`config.mk`:
```
export PLATFORM = sky130hd
export DESIGN_NAME = dcm_rf_sched
export DESIGN_NICKNAME = d
export VERILOG_FILES = /design/src/rtl/dcm_rf_sched.sv
export SDC_FILE = /design/constraint.sdc
export NUM_CORES = 1
export LEC_CHECK = 0
export BUFFER_PORTS_ARGS = -buffer_cell sky130_fd_sc_hd__buf_2
export CAP_MARGIN = 25
export CORE_UTILIZATION = 35
export DETAILED_ROUTE_END_ITERATION = 10
export SLEW_MARGIN = 20
export SYNTH_ARGS = -nofsm -noshare
export SYNTH_HDL_FRONTEND = slang
export SYNTH_SLANG_ARGS = --single-unit
```
`constraint.sdc`:
```
create_clock -name clk -period 2.7 [get_ports clk]
set_clock_uncertainty 0.1 [all_clocks]
set_input_delay 0.675 -clock clk [delete_from_list [all_inputs] [get_ports clk]]
set_output_delay 0.675 -clock clk [all_outputs]
set_load 0.01 [all_outputs]
```
`src/rtl/dcm_rf_sched.sv`:
```
// dcm_rf_sched: shares the single-port 128x8 register file between the SPI host and the channel
// engine, and scans the engine round-robin over NCHAN channels. Define DCM_RF_PROT_EN for write protection.
module dcm_rf_sched #(
    parameter int NCHAN      = 8,
    parameter int STARVE_MAX = 4,
    parameter int SCAN_GAP   = 16
) (
    input  logic                     clk,
    input  logic                     resetn,
    input  logic                     spi_req,
    input  logic                     spi_we,
    input  logic [6:0]               spi_addr,
    input  logic [7:0]               spi_wdata,
    output logic                     spi_ack,
    output logic [7:0]               spi_rdata,
    input  logic                     eng_req,
    input  logic                     eng_we,
    input  logic [6:0]               eng_addr,
    input  logic [7:0]               eng_wdata,
    output logic                     eng_ack,
    output logic [7:0]               eng_rdata,
    output logic                     ram_en,
    output logic                     ram_we,
    output logic [6:0]               ram_addr,
    output logic [7:0]               ram_wdata,
    input  logic [7:0]               ram_rdata,
    input  logic                     scan_en,
    output logic                     eng_start,
    output logic [$clog2(NCHAN)-1:0] eng_chan,
    input  logic                     eng_done,
`ifdef DCM_RF_PROT_EN
    output logic                     prot_err,
`endif
    output logic                     scan_wrap
);

    localparam int CW = $clog2(NCHAN);
    localparam int GW = $clog2(SCAN_GAP + 1) + 1;

    localparam logic [3:0]    STARVE_LIM = 4'(STARVE_MAX);
    localparam logic [GW-1:0] GAP_LIM    = GW'(SCAN_GAP);
    localparam logic [CW-1:0] LAST_CHAN  = CW'(NCHAN - 1);

    localparam logic [1:0] ARB_IDLE  = 2'd0;
    localparam logic [1:0] ARB_ISSUE = 2'd1;
    localparam logic [1:0] ARB_RESP  = 2'd2;

    localparam logic [1:0] SC_IDLE  = 2'd0;
    localparam logic [1:0] SC_START = 2'd1;
    localparam logic [1:0] SC_WAIT  = 2'd2;
    localparam logic [1:0] SC_GAP   = 2'd3;

    logic [1:0]    arb_state;
    logic          owner_eng;
    logic [3:0]    starve_cnt;
    logic          lat_we;
    logic [6:0]    lat_addr;
    logic [7:0]    lat_wdata;
    logic          lat_block;
    logic [7:0]    spi_hold;
    logic [7:0]    eng_hold;

    logic          any_req;
    logic          eng_wins;
    logic          grant_we;
    logic [6:0]    grant_addr;
    logic [7:0]    grant_wdata;
    logic          grant_block;
    logic          in_issue;
    logic          in_resp;

    logic [1:0]    sc_state;
    logic [GW-1:0] gap_cnt;

    always_comb begin
        any_req     = spi_req | eng_req;
        eng_wins    = eng_req & (~spi_req | (starve_cnt == STARVE_LIM));
        grant_we    = eng_wins ? eng_we    : spi_we;
        grant_addr  = eng_wins ? eng_addr  : spi_addr;
        grant_wdata = eng_wins ? eng_wdata : spi_wdata;
`ifdef DCM_RF_PROT_EN
        // Engine owns the lower half of the map, host owns the upper half.
        grant_block = grant_we & (eng_wins ? grant_addr[6] : ~grant_addr[6]);
`else
        grant_block = 1'b0;
`endif
    end

    always_ff @(posedge clk) begin
        if (!resetn) begin
            arb_state  <= ARB_IDLE;
            owner_eng  <= 1'b0;
            starve_cnt <= '0;
            lat_we     <= 1'b0;
            lat_addr   <= '0;
            lat_wdata  <= '0;
            lat_block  <= 1'b0;
        end else begin
            case (arb_state)
                ARB_IDLE: begin
                    // A losing engine always implies a contested choice, since eng_wins covers !spi_req.
                    if (!eng_req || eng_wins)
                        starve_cnt <= '0;
                    else if (starve_cnt != STARVE_LIM)
                        starve_cnt <= starve_cnt + 4'd1;
                    if (any_req) begin
                        owner_eng <= eng_wins;
                        lat_we    <= grant_we;
                        lat_addr  <= grant_addr;
                        lat_wdata <= grant_wdata;
                        lat_block <= grant_block;
                        arb_state <= ARB_ISSUE;
                    end
                end
                ARB_ISSUE: arb_state <= ARB_RESP;
                ARB_RESP:  arb_state <= ARB_IDLE;
                default:   arb_state <= ARB_IDLE;
            endcase
        end
    end

    always_comb begin
        in_issue  = (arb_state == ARB_ISSUE);
        in_resp   = (arb_state == ARB_RESP);
        ram_en    = in_issue & ~lat_block;
        ram_we    = ram_en & lat_we;
        ram_addr  = lat_addr;
        ram_wdata = lat_wdata;
        spi_ack   = in_resp & ~owner_eng;
        eng_ack   = in_resp & owner_eng;
        spi_rdata = spi_ack ? ram_rdata : spi_hold;
        eng_rdata = eng_ack ? ram_rdata : eng_hold;
    end

`ifdef DCM_RF_PROT_EN
    always_comb prot_err = in_resp & lat_block;
`endif

    // Read data is passed straight through in the ack cycle and held afterwards.
    always_ff @(posedge clk) begin
        if (!resetn) begin
            spi_hold <= '0;
            eng_hold <= '0;
        end else begin
            if (spi_ack) spi_hold <= ram_rdata;
            if (eng_ack) eng_hold <= ram_rdata;
        end
    end

    always_ff @(posedge clk) begin
        if (!resetn) begin
            sc_state  <= SC_IDLE;
            eng_chan  <= '0;
            gap_cnt   <= '0;
            scan_wrap <= 1'b0;
        end else begin
            scan_wrap <= 1'b0;
            case (sc_state)
                SC_IDLE: begin
                    if (scan_en) sc_state <= SC_START;
                end
                SC_START: sc_state <= SC_WAIT;
                SC_WAIT: begin
                    if (eng_done) begin
                        eng_chan  <= (eng_chan == LAST_CHAN) ? '0 : eng_chan + CW'(1);
                        scan_wrap <= (eng_chan == LAST_CHAN);
                        gap_cnt   <= '0;
                        sc_state  <= SC_GAP;
                    end
                end
                SC_GAP: begin
                    // SCAN_GAP counted clocks plus the deciding clock, so a zero gap still spends one clock here.
                    if (gap_cnt == GAP_LIM)
                        sc_state <= scan_en ? SC_START : SC_IDLE;
                    else
                        gap_cnt <= gap_cnt + GW'(1);
                end
                default: sc_state <= SC_IDLE;
            endcase
        end
    end

    always_comb eng_start = (sc_state == SC_START);

    a_one_owner: assert property (@(posedge clk) disable iff (!resetn) !(spi_ack && eng_ack));
    a_start_pulse: assert property (@(posedge clk) disable iff (!resetn) eng_start |=> !eng_start);
    a_chan_range: assert property (@(posedge clk) disable iff (!resetn) 32'(eng_chan) < NCHAN);

endmodule

```
==> results list, run 1 <==
* Result of the run: finished with violations
- Failing checks: design-rule violations
- CTS tree: done
- For the final routed database, the setup TNS stands at 0 ns.
- Relative contribution of combinational cells to total power: 24.5%
* Design area: 2980 sq um
* Flip-flop and latch count after synthesis: 51
- Post-cts hold buffer count: 0
- STA classifies the critical path startpoint as a flop.
- For this run, the number of Yosys warnings is 0.
* Port buffer count: 85
* FFs w/ async S/R, synth: 0%
- Worst R2R Setup Slack: 0.88 ns
* Via/cell ratio: 4.83
* Crit path time final: 2.49 ns
- Setup slack on the critical path of the routed design comes to 0.205 ns.
* Final Hold Slack: 0.389 ns
- Routed WL: 4960 um
- Post-synth top area cell: sky130_fd_sc_hd__dfxtp_1
- Averaged over all synthesized cells, the footprint is 9.21 sq um.
- Layout Nets: 400
- The detailed router finished its first iteration with 76 violations.
- The via count of the first global-routing pass was 1967.
- Aggregate global routing overflow: 0
- Worst setup timing slack at the placement stage: 0.540 ns
- Total half-perimeter wirelength after legalization and detailed placement: 3550 um
- Power Dens Cells: 590 nW/um^2
- In the finished design, the share of the clock period the worst path needs comes to 92.4%.
* Clock tree root driver cell: sky130_fd_sc_hd__clkbuf_8
- Portion of total power attributed to sequential cells: 48.9%
* Die Span X: 84.4 um
* Count of instances resized after the clock tree is built: 0
- Ports: 86
- The synthesized design contains 0 enable-type register cells.
* Part of the Yosys area used for sequential elements: 42.9%
* Unrepaired setup endpoints after global routing: false
- Inserted Diodes: 0
- Row generation in the floorplan step produced 29 rows.
- For this design the total switching power over the nets is 553 uW.
- Fraction of power consumed by the clock network: 26.6%
- Arrival time worst endpoint: 1.72 ns
- The area growth from synthesis to layout is 25.2%.
- Biggest fanout along the worst timing path: 9
- In this run the tightest slew margin relative to its limit is 67.2%.
- The placed instances occupy a cell area of 2880 sq um.
- The final hold violation count is 0.
- The internal portion of the total power is 1.20 mW.
* Die footprint: 7130 sq um
- The tree built by TritonCTS fans out to 51 sinks.
- Clock-pin slew on the worst setup and hold paths: 0.10 ns
* Cell count after synthesis: 258
- Number of antenna violations at the first check in global routing: 0
- The first global-routing pass estimated 8750 um of wire.
- The analysis attributes to cell leakage a power of 1.44 nW.
- In this run the standard cell core region covers 6460 sq um.
- Dividing the detail-routed wire length by the instance count gives 11.7 um.
- Fmax: 401 MHz
* CTS Buffer Depth: 2
- The die is 84.4 um tall.
- Required time of the critical path: 1.92 ns
- # DRC: 7
* Number of buffers created by CTS: 5
* CP Capture Type: primary output
- Proportion of total power due to net switching: 31.5%
- Setup violations remaining at the end of the flow were counted as 0.
- Pin count of the biggest net entering global routing: 33
- The first TritonRoute pass finished after 7 iterations.
* Clock latency at the later pin of the worst-skew pair: 0.30 ns
* Number of max-cap violations: 0
* Max Slew Vio Count: 0
* Worst hold path class: reg2reg
* Distinct cells, synth: 39
- The count of nets left with antenna violations once routing finished came out at 0.
- Leading post-synthesis cells by cell area: sky130_fd_sc_hd__dfxtp_1, sky130_fd_sc_hd__nand2_1, sky130_fd_sc_hd__ha_1
* Post-Syn Nets: 314
- H-tree level count: 2
- Class of the most critical setup path: reg2out
- Weighted congestion at the end of routability-driven global placement: 0.710
- Actual transition at the worst max-transition pin: 0.492 ns
- Summing over every cut layer, the via total after detailed routing is 2039.
* Post-CTS setup buffer count: 0
- Global routing consumed, over all layers together, 15.0% of the routing resources.
- In this run the cell area of the synthesized design comes to 2380 sq um.
* Ratio of cells with drive above 1 in the final layout: 32.8%
- Effective utilization at floorplan: 36.8%
- Top cell type's share of synthesized area: 42.9%
- In the synthesized netlist the dominant register cell turns out to be sky130_fd_sc_hd__dfxtp_1.
* Worst vdd ir: 331 uV
per-stage QoR:
stage	power [mW]	instances	utilization (%)
3_3_place_gp	1.30	414	44.6
4_1_cts	1.78	422	46.1
5_1_grt	1.86	422	46.1
2_1_floorplan	1.17	258	-
3_5_place_dp	1.31	414	44.6
6_report	1.76	422	46.1
worst max-delay path: stages, from the launching register on:
cell                      delay, ns
sky130_fd_sc_hd__dfxtp_1       0.49
sky130_fd_sc_hd__nor3b_2       0.21
sky130_fd_sc_hd__buf_4         0.23
sky130_fd_sc_hd__mux2_1        0.35
sky130_fd_sc_hd__buf_2         0.14
flip-flops by register name, indices dropped and copies added (netlist names):
signal and count:
sc_state 2, lat_we 1, starve_cnt 4, ram_wdata 8, owner_eng 1, gap_cnt 6, eng_chan 3, eng_hold 8
spi_hold 8, scan_wrap 1, ram_addr 7, arb_state 2
kinds of logic after synthesis:
| logic type | count (synthesis) | synth area share, % |
|---|---|---|
| muxes | 20 | 10.4 |
| AOI/OAI and AO/OA | 56 | 15.4 |
| buffers and inverters | 20 | 3.84 |
| adders and majority gates | 10 | 5.26 |
| and+or+nand+nor | 98 | 21.1 |
| xor gates and xnor gates | 3 | 1.11 |
| DFF | 51 | 42.9 |
cell type report:
cell class              count  area, sq um
flip-flops and latches     51         1020
clock buffers               5         68.8
well taps                  77         96.3
repair buffers             90          463
inverters                   9         33.8
multi-input cells         187         1260
clock inverters             3         27.5
fillers                   666         3480
routing by layer:
layer / track usage (%) / routed length, um
met4: 3.24 / 27
met1: 20.1 / 2570
met3: 4.23 / 369
met5: 0 / 0
met2: 24.1 / 1990
synth_stat cells, types with 2 or more instances:
master and instances:
sky130_fd_sc_hd__a21o_1 2, sky130_fd_sc_hd__a21oi_1 8, sky130_fd_sc_hd__a31oi_1 17, sky130_fd_sc_hd__and2_1 18, sky130_fd_sc_hd__buf_2 4, sky130_fd_sc_hd__clkbuf_1 5
sky130_fd_sc_hd__dfxtp_1 51, sky130_fd_sc_hd__ha_1 10, sky130_fd_sc_hd__inv_1 9, sky130_fd_sc_hd__mux2_1 10, sky130_fd_sc_hd__mux2_4 7, sky130_fd_sc_hd__mux2i_1 3
sky130_fd_sc_hd__nand2_1 49, sky130_fd_sc_hd__nand3_1 8, sky130_fd_sc_hd__nand3b_1 2, sky130_fd_sc_hd__nor2_1 10, sky130_fd_sc_hd__nor2b_1 2, sky130_fd_sc_hd__o21ai_0 19
sky130_fd_sc_hd__o32ai_1 3, sky130_fd_sc_hd__xor2_1 2
cells in the final DEF (no fill, tap or decap), types with 2 or more instances in the layout:
cell                       netlist  final
sky130_fd_sc_hd__a21o_1          2      2
sky130_fd_sc_hd__a21oi_1         8      8
sky130_fd_sc_hd__a31oi_1        17     17
sky130_fd_sc_hd__and2_1         18     18
sky130_fd_sc_hd__buf_2           4     85
sky130_fd_sc_hd__buf_4           1      5
sky130_fd_sc_hd__clkbuf_8        0      5
sky130_fd_sc_hd__dfxtp_1        51     51
sky130_fd_sc_hd__ha_1           10     10
sky130_fd_sc_hd__inv_1           9      9
sky130_fd_sc_hd__mux2_1         10     10
sky130_fd_sc_hd__mux2_4          7      7
sky130_fd_sc_hd__mux2i_1         3      3
sky130_fd_sc_hd__nand2_1        49     49
sky130_fd_sc_hd__nand3_1         8      8
sky130_fd_sc_hd__nand3b_1        2      2
sky130_fd_sc_hd__nor2_1         10     10
sky130_fd_sc_hd__nor2b_1         2      2
sky130_fd_sc_hd__o21ai_0        19     19
sky130_fd_sc_hd__o32ai_1         3      3
sky130_fd_sc_hd__xor2_1          2      2
worst paths after layout:
kind	depth (start not counted)	endpoint	from
worst min register to register	2	eng_chan[2]	eng_chan[2]
worst min-delay path	2	eng_chan[2]	eng_chan[2]
worst max register to register	6	gap_cnt[1]	sc_state[0]
worst max-delay path	4	spi_rdata[2]	arb_state[1]
power groups by stage:
| stage | logic, mW | registers [mW] | clock network, mW |
|---|---|---|---|
| detailed placement | 0.434 | 0.875 | 0 |
| CTS | 0.435 | 0.859 | 0.484 |
| floorplan | 0.290 | 0.881 | 0 |
| finish | 0.430 | 0.858 | 0.468 |
| global placement | 0.431 | 0.873 | 0 |
| global route | 0.487 | 0.866 | 0.510 |
(Power assumes the default switching activity.)
==> run 2, diff against run 1 <==
Settings changed: BUFFER_PORTS_ARGS -buffer_cell sky130_fd_sc_hd__buf_2 to -buffer_cell sky130_fd_sc_hd__buf_4, GPL_TIMING_DRIVEN from default to 1.
==> results list, run 2 (synthesized netlist as in run 1, its figures left out) <==
* Worst setup path end: spi_rdata[2]
* Final worst-path setup slack: 0.189 ns (-0.0163 ns)
- Worst R2R Setup Slack: 0.89 ns (about the same)
* Antenna violation net count after detailed routing: 0 (unchanged)
* Post-CTS setup buffer count: 0 (unchanged)
* Clock latency at the later pin of the worst-skew pair: 0.31 ns (about the same)
* Power Dens Cells: 566 nW/um^2 (-4.1%)
- Design area: 3190 sq um (+7.1%)
- The timing-limited maximum frequency is 398 MHz (-0.65%).
- Highest-count cells in the layout ignoring fill and taps: sky130_fd_sc_hd__buf_4, sky130_fd_sc_hd__dfxtp_1, sky130_fd_sc_hd__nand2_1
- Via count of the first global-routing pass: 2035 (+3.5%)
- The clock sink count is 51 (unchanged).
- The register cell area after layout was 1020 sq um (unchanged).
- The run finished, with violations left.
- The startpoint identified for the worst register-to-register timing path is sc_state[0].
* Effective utilization at floorplan: 36.8% (unchanged)
* Routed vias: 2065 (+1.3%)
* Placement Rows: 29 (unchanged)
- The H-tree depth is 2 (unchanged).
* Setup Total Neg Slack: 0 ns (unchanged)
- The area taken by multi-input logic gates is 1260 sq um (unchanged).
* Headroom to the max-slew limit: 65.6% (-1.6 points)
- The leakage power of the design is 1.48 nW (+3.0%).
* Area growth syn-to-layout: 34.1%
- The total congestion overflow is 0 (unchanged).
* Routed WL: 5240 um (+5.7%)
- The number of DRC violations after detailed-routing iteration 0 came to 85 (+12%).
- The wire length of the first global-routing pass is 9120 um (+4.3%).
- The fraction of final layout cells with drive strength greater than 1 is 32.8% (unchanged).
- Worst hold path class: reg2reg
* Post-cts hold buffer count: 0 (unchanged)
* Weighted congestion at the end of routability-driven global placement: 0.706 (-0.48%)
- The worst setup path is launched from a flop.
- The post-layout net count came to 400 (unchanged).
- Failing checks: design-rule violations
- The total of cells resized after clock tree synthesis was 0 (unchanged).
- The placement-stage worst setup slack is 0.526 ns (-0.0145 ns).
- The buffer depth of the longest clock path is 2 (unchanged).
- The HPWL after detailed placement was 3770 um (+6.1%).
* Arrival time worst endpoint: 1.74 ns (+0.02 ns)
* Worst r2r dst: gap_cnt[1]
* Crit path time final: 2.51 ns (+0.0163 ns)
* Final number of hold-violating endpoints: 0 (unchanged)
* Number of antenna violations at the first check in global routing: 0 (unchanged)
- The remaining routing DRC violations came to 7 (unchanged).
* Class of the most critical setup path: reg2out
- Inserted Diodes: 0 (unchanged)
* Count of fill cells added during filler insertion: 637 (-4.4%)
* Beginning of the critical path: arb_state[1]
- The number of max-slew violations in the final report was 0 (unchanged).
* Port buffer count: 85 (unchanged)
- The worst setup path is captured at a primary output.
- Unrepaired setup endpoints after global routing: false
* CTS tree: done
- The fraction of the core area covered by cells at the end of the flow was 49.4% (+3.3 points).
* Die Span X: 84.4 um (unchanged)
- The placeable core region is 6460 sq um (unchanged).
* Most common library cell in the layout ignoring fill and taps: sky130_fd_sc_hd__buf_4
* Number of failing setup endpoints in the final timing report: 0 (unchanged)
- Clock-pin slew on the worst setup and hold paths: 0.11 ns (about the same)
- The pin count of the biggest net entering global routing came to 33 (unchanged).
- The cell area after placement came to 3090 sq um (+7.4%).
- Final critical-path share of the clock period: 93.0% (+0.60 points)
- The number of clock buffers inserted by TritonCTS came to 5 (unchanged).
- The overall die area came to 7130 sq um (unchanged).
* Worst vdd ir: 221 uV (-33%)
* Biggest fanout along the worst timing path: 9 (unchanged)
* DRT Pass-1 Iters: 10 (+3)
- Overall track demand over capacity in global routing: 15.8% (+0.87 points)
- Drt wl/cell: 12.4 um (+5.7%)
- Number of cell instances on the worst register-to-register path: 6 (unchanged)
- The detail-routed via count per cell came to 4.89 (+1.3%).
* Final Hold Slack: 0.387 ns (-0.00207 ns)
* Actual transition at the worst max-transition pin: 0.517 ns (+0.0243 ns)
- The required time reported for the critical path endpoint was 1.92 ns (about the same).
* Die H: 84.4 um (unchanged)
- The reported max-cap violation count is 0 (unchanged).
- The count of boundary I/O pins was 86 (unchanged).
- The tree is rooted in a sky130_fd_sc_hd__clkbuf_8.
## run 2: final cells by class
type                    instances  area share (%)
clock buffers                   5            2.16
repair buffers                 90            21.2
clock inverters                 3           0.863
flip-flops and latches         51            32.0
multi-input cells             187            39.7
inverters                       9            1.06
well taps                      77            3.02
## run 2: worst min path at each step
stage / startpoint / end / slack [ns] / cells after the start
finish: eng_chan[1] / eng_chan[1] / 0.39 / 2
global route: eng_chan[1] / eng_chan[1] / 0.42 / 2
CTS: eng_chan[1] / eng_chan[1] / 0.39 / 2
detailed placement: eng_chan[1] / eng_chan[1] / 0.37 / 2
global placement: eng_chan[2] / eng_chan[2] / 0.37 / 2
floorplan: starve_cnt[3] / starve_cnt[3] / 0.37 / 2
## run 2: per-layer routing
layer	wire length, um	share of wire [%]	global-route usage, %	up-vias
met1	2380	45	19.5	917
met5	0	0	0	-
met3	512	9.8	5.80	6
li1	-	-	-	1059
met4	69	1.3	5.08	0
met2	2280	44	25.9	83
## run 2: worst max-delay path: stages (launching register included)
cell and delay (ns):
sky130_fd_sc_hd__dfxtp_1 0.48, sky130_fd_sc_hd__nor3b_2 0.21, sky130_fd_sc_hd__buf_4 0.22, sky130_fd_sc_hd__mux2_1 0.36, sky130_fd_sc_hd__buf_4 0.15
## run 2: stage by stage
stage | cells | power (mW)
after CTS | 422 | 1.83
after floorplan | 258 | 1.17
after detailed placement | 414 | 1.36
after global routing | 422 | 1.93
after global placement | 414 | 1.35
final | 422 | 1.80
## run 2: where the power goes
part	internal (mW)	total [mW]	switching (mW)
clock	0.191	0.469	0.278
sequential	0.811	0.859	0.0487
combinational	0.244	0.477	0.233
==> run 3, diff against run 2 <==
Settings changed: ABC_AREA from default to 1.
==> results list, run 3 <==
* Critical path buffer and inverter count: 4 (+2)
* CTS Buffer Depth: 2 (unchanged)
* Inserted Diodes: 0 (unchanged)
- Part of the Yosys area used for sequential elements: 40.1% (-2.9 points)
- The synthesized instance count was 338 (+31%).
- Sorting the synthesized cells by area gives the leading types as sky130_fd_sc_hd__dfxtp_1, sky130_fd_sc_hd__nand2_1, sky130_fd_sc_hd__inv_1.
- Clock sink count: 51 (unchanged)
* Unrepaired setup endpoints after global routing: false
* Placement Rows: 30 (+3.4%)
* Clock latency at the later pin of the worst-skew pair: 0.29 ns (-0.02 ns)
- The number of buffers inserted by port buffering came to 85 (unchanged).
- Pin count of the biggest net entering global routing: 29 (-12%)
- Number of failing setup endpoints in the final timing report: 0 (unchanged)
* Headroom to the max-slew limit: 49.7% (-16 points)
- The post-CTS setup buffer count came to 0 (unchanged).
- Yosys warns: 0 (unchanged)
- The startpoint identified for the worst register-to-register timing path is starve_cnt[0].
* Worst Hold Depth: 2 (unchanged)
- The minimum clock period after layout came to 2.46 ns (-0.0473 ns).
- Distinct cells, synth: 31 (-21%)
- The overall die width is 87.3 um (+3.5%).
- Via count of the first global-routing pass: 2249 (+11%)
- Post-Synthesis Mean Instance Area: 7.54 sq um (-18%)
- The initial antenna violation count was 0 (unchanged).
* Worst hold path class: reg2reg
- The clock edge transition at the registers on the reported setup and hold paths is 0.09 ns (-0.02 ns).
- Post-Syn Nets: 394 (+25%)
- Slowest CP cell: sky130_fd_sc_hd__dfxtp_1
- Non-Filler Instances: 515 (+22%)
- The detail-routed via count per cell was 4.74 (-3.2%).
- Critical Path Max Stage Delay: 0.48 ns (about the same)
- The average detailed-routed wire length per instance came to 11.2 um (-9.4%).
* Worst r2r dst: ram_wdata[5]
- The fraction of registers with async set or reset after synthesis was 0% (unchanged).
* Switching power: 671 uW (+20%)
- Crit path max-delay family: flip-flops
- The tree is rooted in a sky130_fd_sc_hd__clkbuf_8.
* Highest-count cells in the layout ignoring fill and taps: sky130_fd_sc_hd__buf_4, sky130_fd_sc_hd__dfxtp_1, sky130_fd_sc_hd__nand2_1
- The total of flip-flops plus latches after synthesis came to 51 (unchanged).
* Biggest fanout along the worst timing path: 25 (+16)
- Routed WL: 5790 um (+11%)
* Number of max-cap violations: 0 (unchanged)
- List of most frequent post-synthesis cells: sky130_fd_sc_hd__dfxtp_1, sky130_fd_sc_hd__nand2_1, sky130_fd_sc_hd__inv_1, sky130_fd_sc_hd__a21oi_1, sky130_fd_sc_hd__nor2_1
- sky130_fd_sc_hd__dfxtp_1 takes more of the synthesized area than any other cell.
- The H-tree depth is 2 (unchanged).
* Actual transition at the worst max-transition pin: 0.754 ns (+0.237 ns)
- Required time of the critical path: 1.92 ns (about the same)
* Cell with the most instances after synthesis: sky130_fd_sc_hd__dfxtp_1
- The power share of the clock group came to 21.7% (-4.3 points).
* Area growth syn-to-layout: 31.6%
* Worst vdd ir: 216 uV (-2.4%)
- Hold worst-path end: eng_chan[2]
- The HPWL after detailed placement was 4160 um (+10%).
- Count of instances resized after the clock tree is built: 0 (unchanged)
- The total congestion overflow was 0 (unchanged).
* CP Capture Type: primary output
- The post-synth design cell area is 2550 sq um (+7.2%).
- The signal on the critical path passes through inv_2, nand3_1, inv_2, or2_2, inv_1, a21oi_1, buf_4.
* Post-synth top flop: sky130_fd_sc_hd__dfxtp_1
* Cell leakage power: 1.62 nW (+9.1%)
- Number of cell instances on the worst register-to-register path: 7 (+1)
- Most common library cell in the layout ignoring fill and taps: sky130_fd_sc_hd__buf_4
- Final number of hold-violating endpoints: 0 (unchanged)
* # DRC: 0 (-7)
- Final critical-path share of the clock period: 91.3% (-1.8 points)
* Startpoint type of the worst setup path: flop
- The timing-limited maximum frequency was 406 MHz (+1.9%).
* Antenna violation net count after detailed routing: 0 (unchanged)
* DRT Pass-1 Iters: 4 (-6)
- The vertical die dimension is 87.3 um (+3.5%).
- Setup Total Neg Slack: 0 ns (unchanged)
- Count of flip-flops with a built-in enable after synthesis: 0 (unchanged)
- Ratio of cells with drive above 1 in the final layout: 30.3% (-2.4 points)
- Portion of total power attributed to sequential cells: 45.6% (-2.0 points)
* Relative contribution of combinational cells to total power: 32.7% (+6.3 points)
- The worst setup slack for register-to-register paths is 1.02 ns (+0.13 ns).
- The overall die area was 7630 sq um (+7.0%).
- Wire length of the first global-routing pass: 9810 um (+7.6%)
- Layout Nets: 474 (+19%)
- CTS tree: done
- The startpoint identified for the worst hold timing path is eng_chan[2].
- The arrival time of data at the critical path endpoint is 1.69 ns (-0.05 ns).
- Routed vias: 2440 (+18%)
* Internal power of the cells: 1.32 mW (+5.7%)
- By startpoint and endpoint, the worst setup path is classified as reg2out.
- The total instance count after detailed placement came to 506 (+22%).
* Proportion of total power due to net switching: 33.8% (+2.8 points)
- The number of buffers added to fix hold violations after cts came to 0 (unchanged).
- The total global routing track utilization is 16.0% (+0.20 points).
- Effective utilization at floorplan: 36.9% (+0.095 points)
* Top cell type's share of synthesized area: 40.1% (-2.9 points)
- The number of max-slew violations in the final report is 0 (unchanged).
- Core footprint: 6910 sq um (+6.9%)
- The flow ran to the end, and the final reports show no timing, DRC or antenna violations.
* DP Area: 3250 sq um (+5.1%)
* Ports: 86 (unchanged)
- The area of all placed cells without fillers is 3350 sq um (+5.2%).
* Weighted congestion at the end of routability-driven global placement: 0.758 (+7.3%)
- The number of DRC violations after detailed-routing iteration 0 was 104 (+22%).
- The number of clock buffers inserted by TritonCTS came to 5 (unchanged).
* Power Dens Cells: 593 nW/um^2 (+4.7%)
- Among the stages of the critical path, the cell type that occurs most often is sky130_fd_sc_hd__inv_2.
-- run 3: cell count changes after synthesis, moves of 4 or more --
| cell | before | now |
|---|---|---|
| sky130_fd_sc_hd__inv_1 | 9 | 43 |
| sky130_fd_sc_hd__and2_1 | 18 | 0 |
| sky130_fd_sc_hd__a21oi_1 | 8 | 24 |
| sky130_fd_sc_hd__nand3_1 | 8 | 23 |
| sky130_fd_sc_hd__or2_2 | 0 | 15 |
| sky130_fd_sc_hd__nor2_1 | 10 | 24 |
| sky130_fd_sc_hd__a211oi_1 | 0 | 13 |
| sky130_fd_sc_hd__mux2_1 | 10 | 0 |
| sky130_fd_sc_hd__mux2_4 | 7 | 0 |
| sky130_fd_sc_hd__o21ai_1 | 0 | 7 |
| sky130_fd_sc_hd__inv_2 | 0 | 6 |
| sky130_fd_sc_hd__nand4_1 | 1 | 5 |
-- run 3: how the worst max path moves through the flow --
stage	start	end	slack [ns]	cells past startpoint
2_1_floorplan	arb_state[1]	spi_rdata[1]	0.77	6
3_3_place_gp	arb_state[1]	spi_rdata[1]	0.52	6
3_5_place_dp	arb_state[1]	spi_rdata[4]	0.49	6
4_1_cts	arb_state[1]	spi_rdata[0]	0.15	6
5_1_grt	arb_state[0]	eng_rdata[7]	0.08	7
6_report	arb_state[0]	eng_rdata[7]	0.24	7
-- run 3: per-stage QoR --
step / worst slack (ns) / util (%) / power (mW) / hold WS (ns)
detailed placement: 0.490 / 47.0 / 1.57 / 0.400
finish: 0.236 / 48.6 / 1.99 / 0.419
floorplan: 0.773 / - / 1.35 / 0.369
CTS: 0.148 / 48.3 / 2.01 / 0.415
global route: 0.0778 / 48.6 / 2.14 / 0.433
global placement: 0.518 / 47.0 / 1.56 / 0.396
-- run 3: kinds of logic (layout without fill, tap and decap cells) --
family	count (synthesis)	after routing	share of synthesized area, %
AO/OA/AOI/OAI	81	81	19.0
XOR/XNOR	2	2	0.687
adder cells (fa/ha/maj)	10	10	4.91
buffers and inverters	67	148	11.5
flip-flops	51	51	40.1
AND/OR/NAND/NOR	127	127	23.8
-- run 3: cell type report --
type / count / area, sq um
fillers: 723 / 3550
multi-input cells: 220 / 1230
flip-flops and latches: 51 / 1020
repair buffers: 91 / 708
inverters: 49 / 184
well taps: 96 / 120
clock buffers: 6 / 72.6
clock inverters: 2 / 12.5
-- run 3: power by group through the flow --
| stage | Sequential, mW | Combinational (mW) | Clock, mW |
|---|---|---|---|
| 5_1_grt | 0.919 | 0.740 | 0.480 |
| 3_5_place_dp | 0.921 | 0.650 | 0 |
| 3_3_place_gp | 0.919 | 0.640 | 0 |
| 2_1_floorplan | 0.926 | 0.420 | 0 |
| 6_report | 0.905 | 0.650 | 0.432 |
| 4_1_cts | 0.905 | 0.651 | 0.451 |
-- run 3: layer usage --
metal  share of wire [%]  GRT usage, %  routed length (um)
met4                0.52          3.43                  30
met1                  48          20.3                2790
met3                 6.0          4.74                 347
met2                  45          26.9                2620
met5                   0             0                   0
-- run 3: worst reg2reg max path, cell delays in order (launching register included) --
cell and delay [ns]:
sky130_fd_sc_hd__dfxtp_1 0.40, sky130_fd_sc_hd__inv_1 0.08, sky130_fd_sc_hd__ha_1 0.20, sky130_fd_sc_hd__nand3b_1 0.10, sky130_fd_sc_hd__nand2_2 0.06, sky130_fd_sc_hd__nand2_1 0.42, sky130_fd_sc_hd__nand2_1 0.12, sky130_fd_sc_hd__a31oi_1 0.15
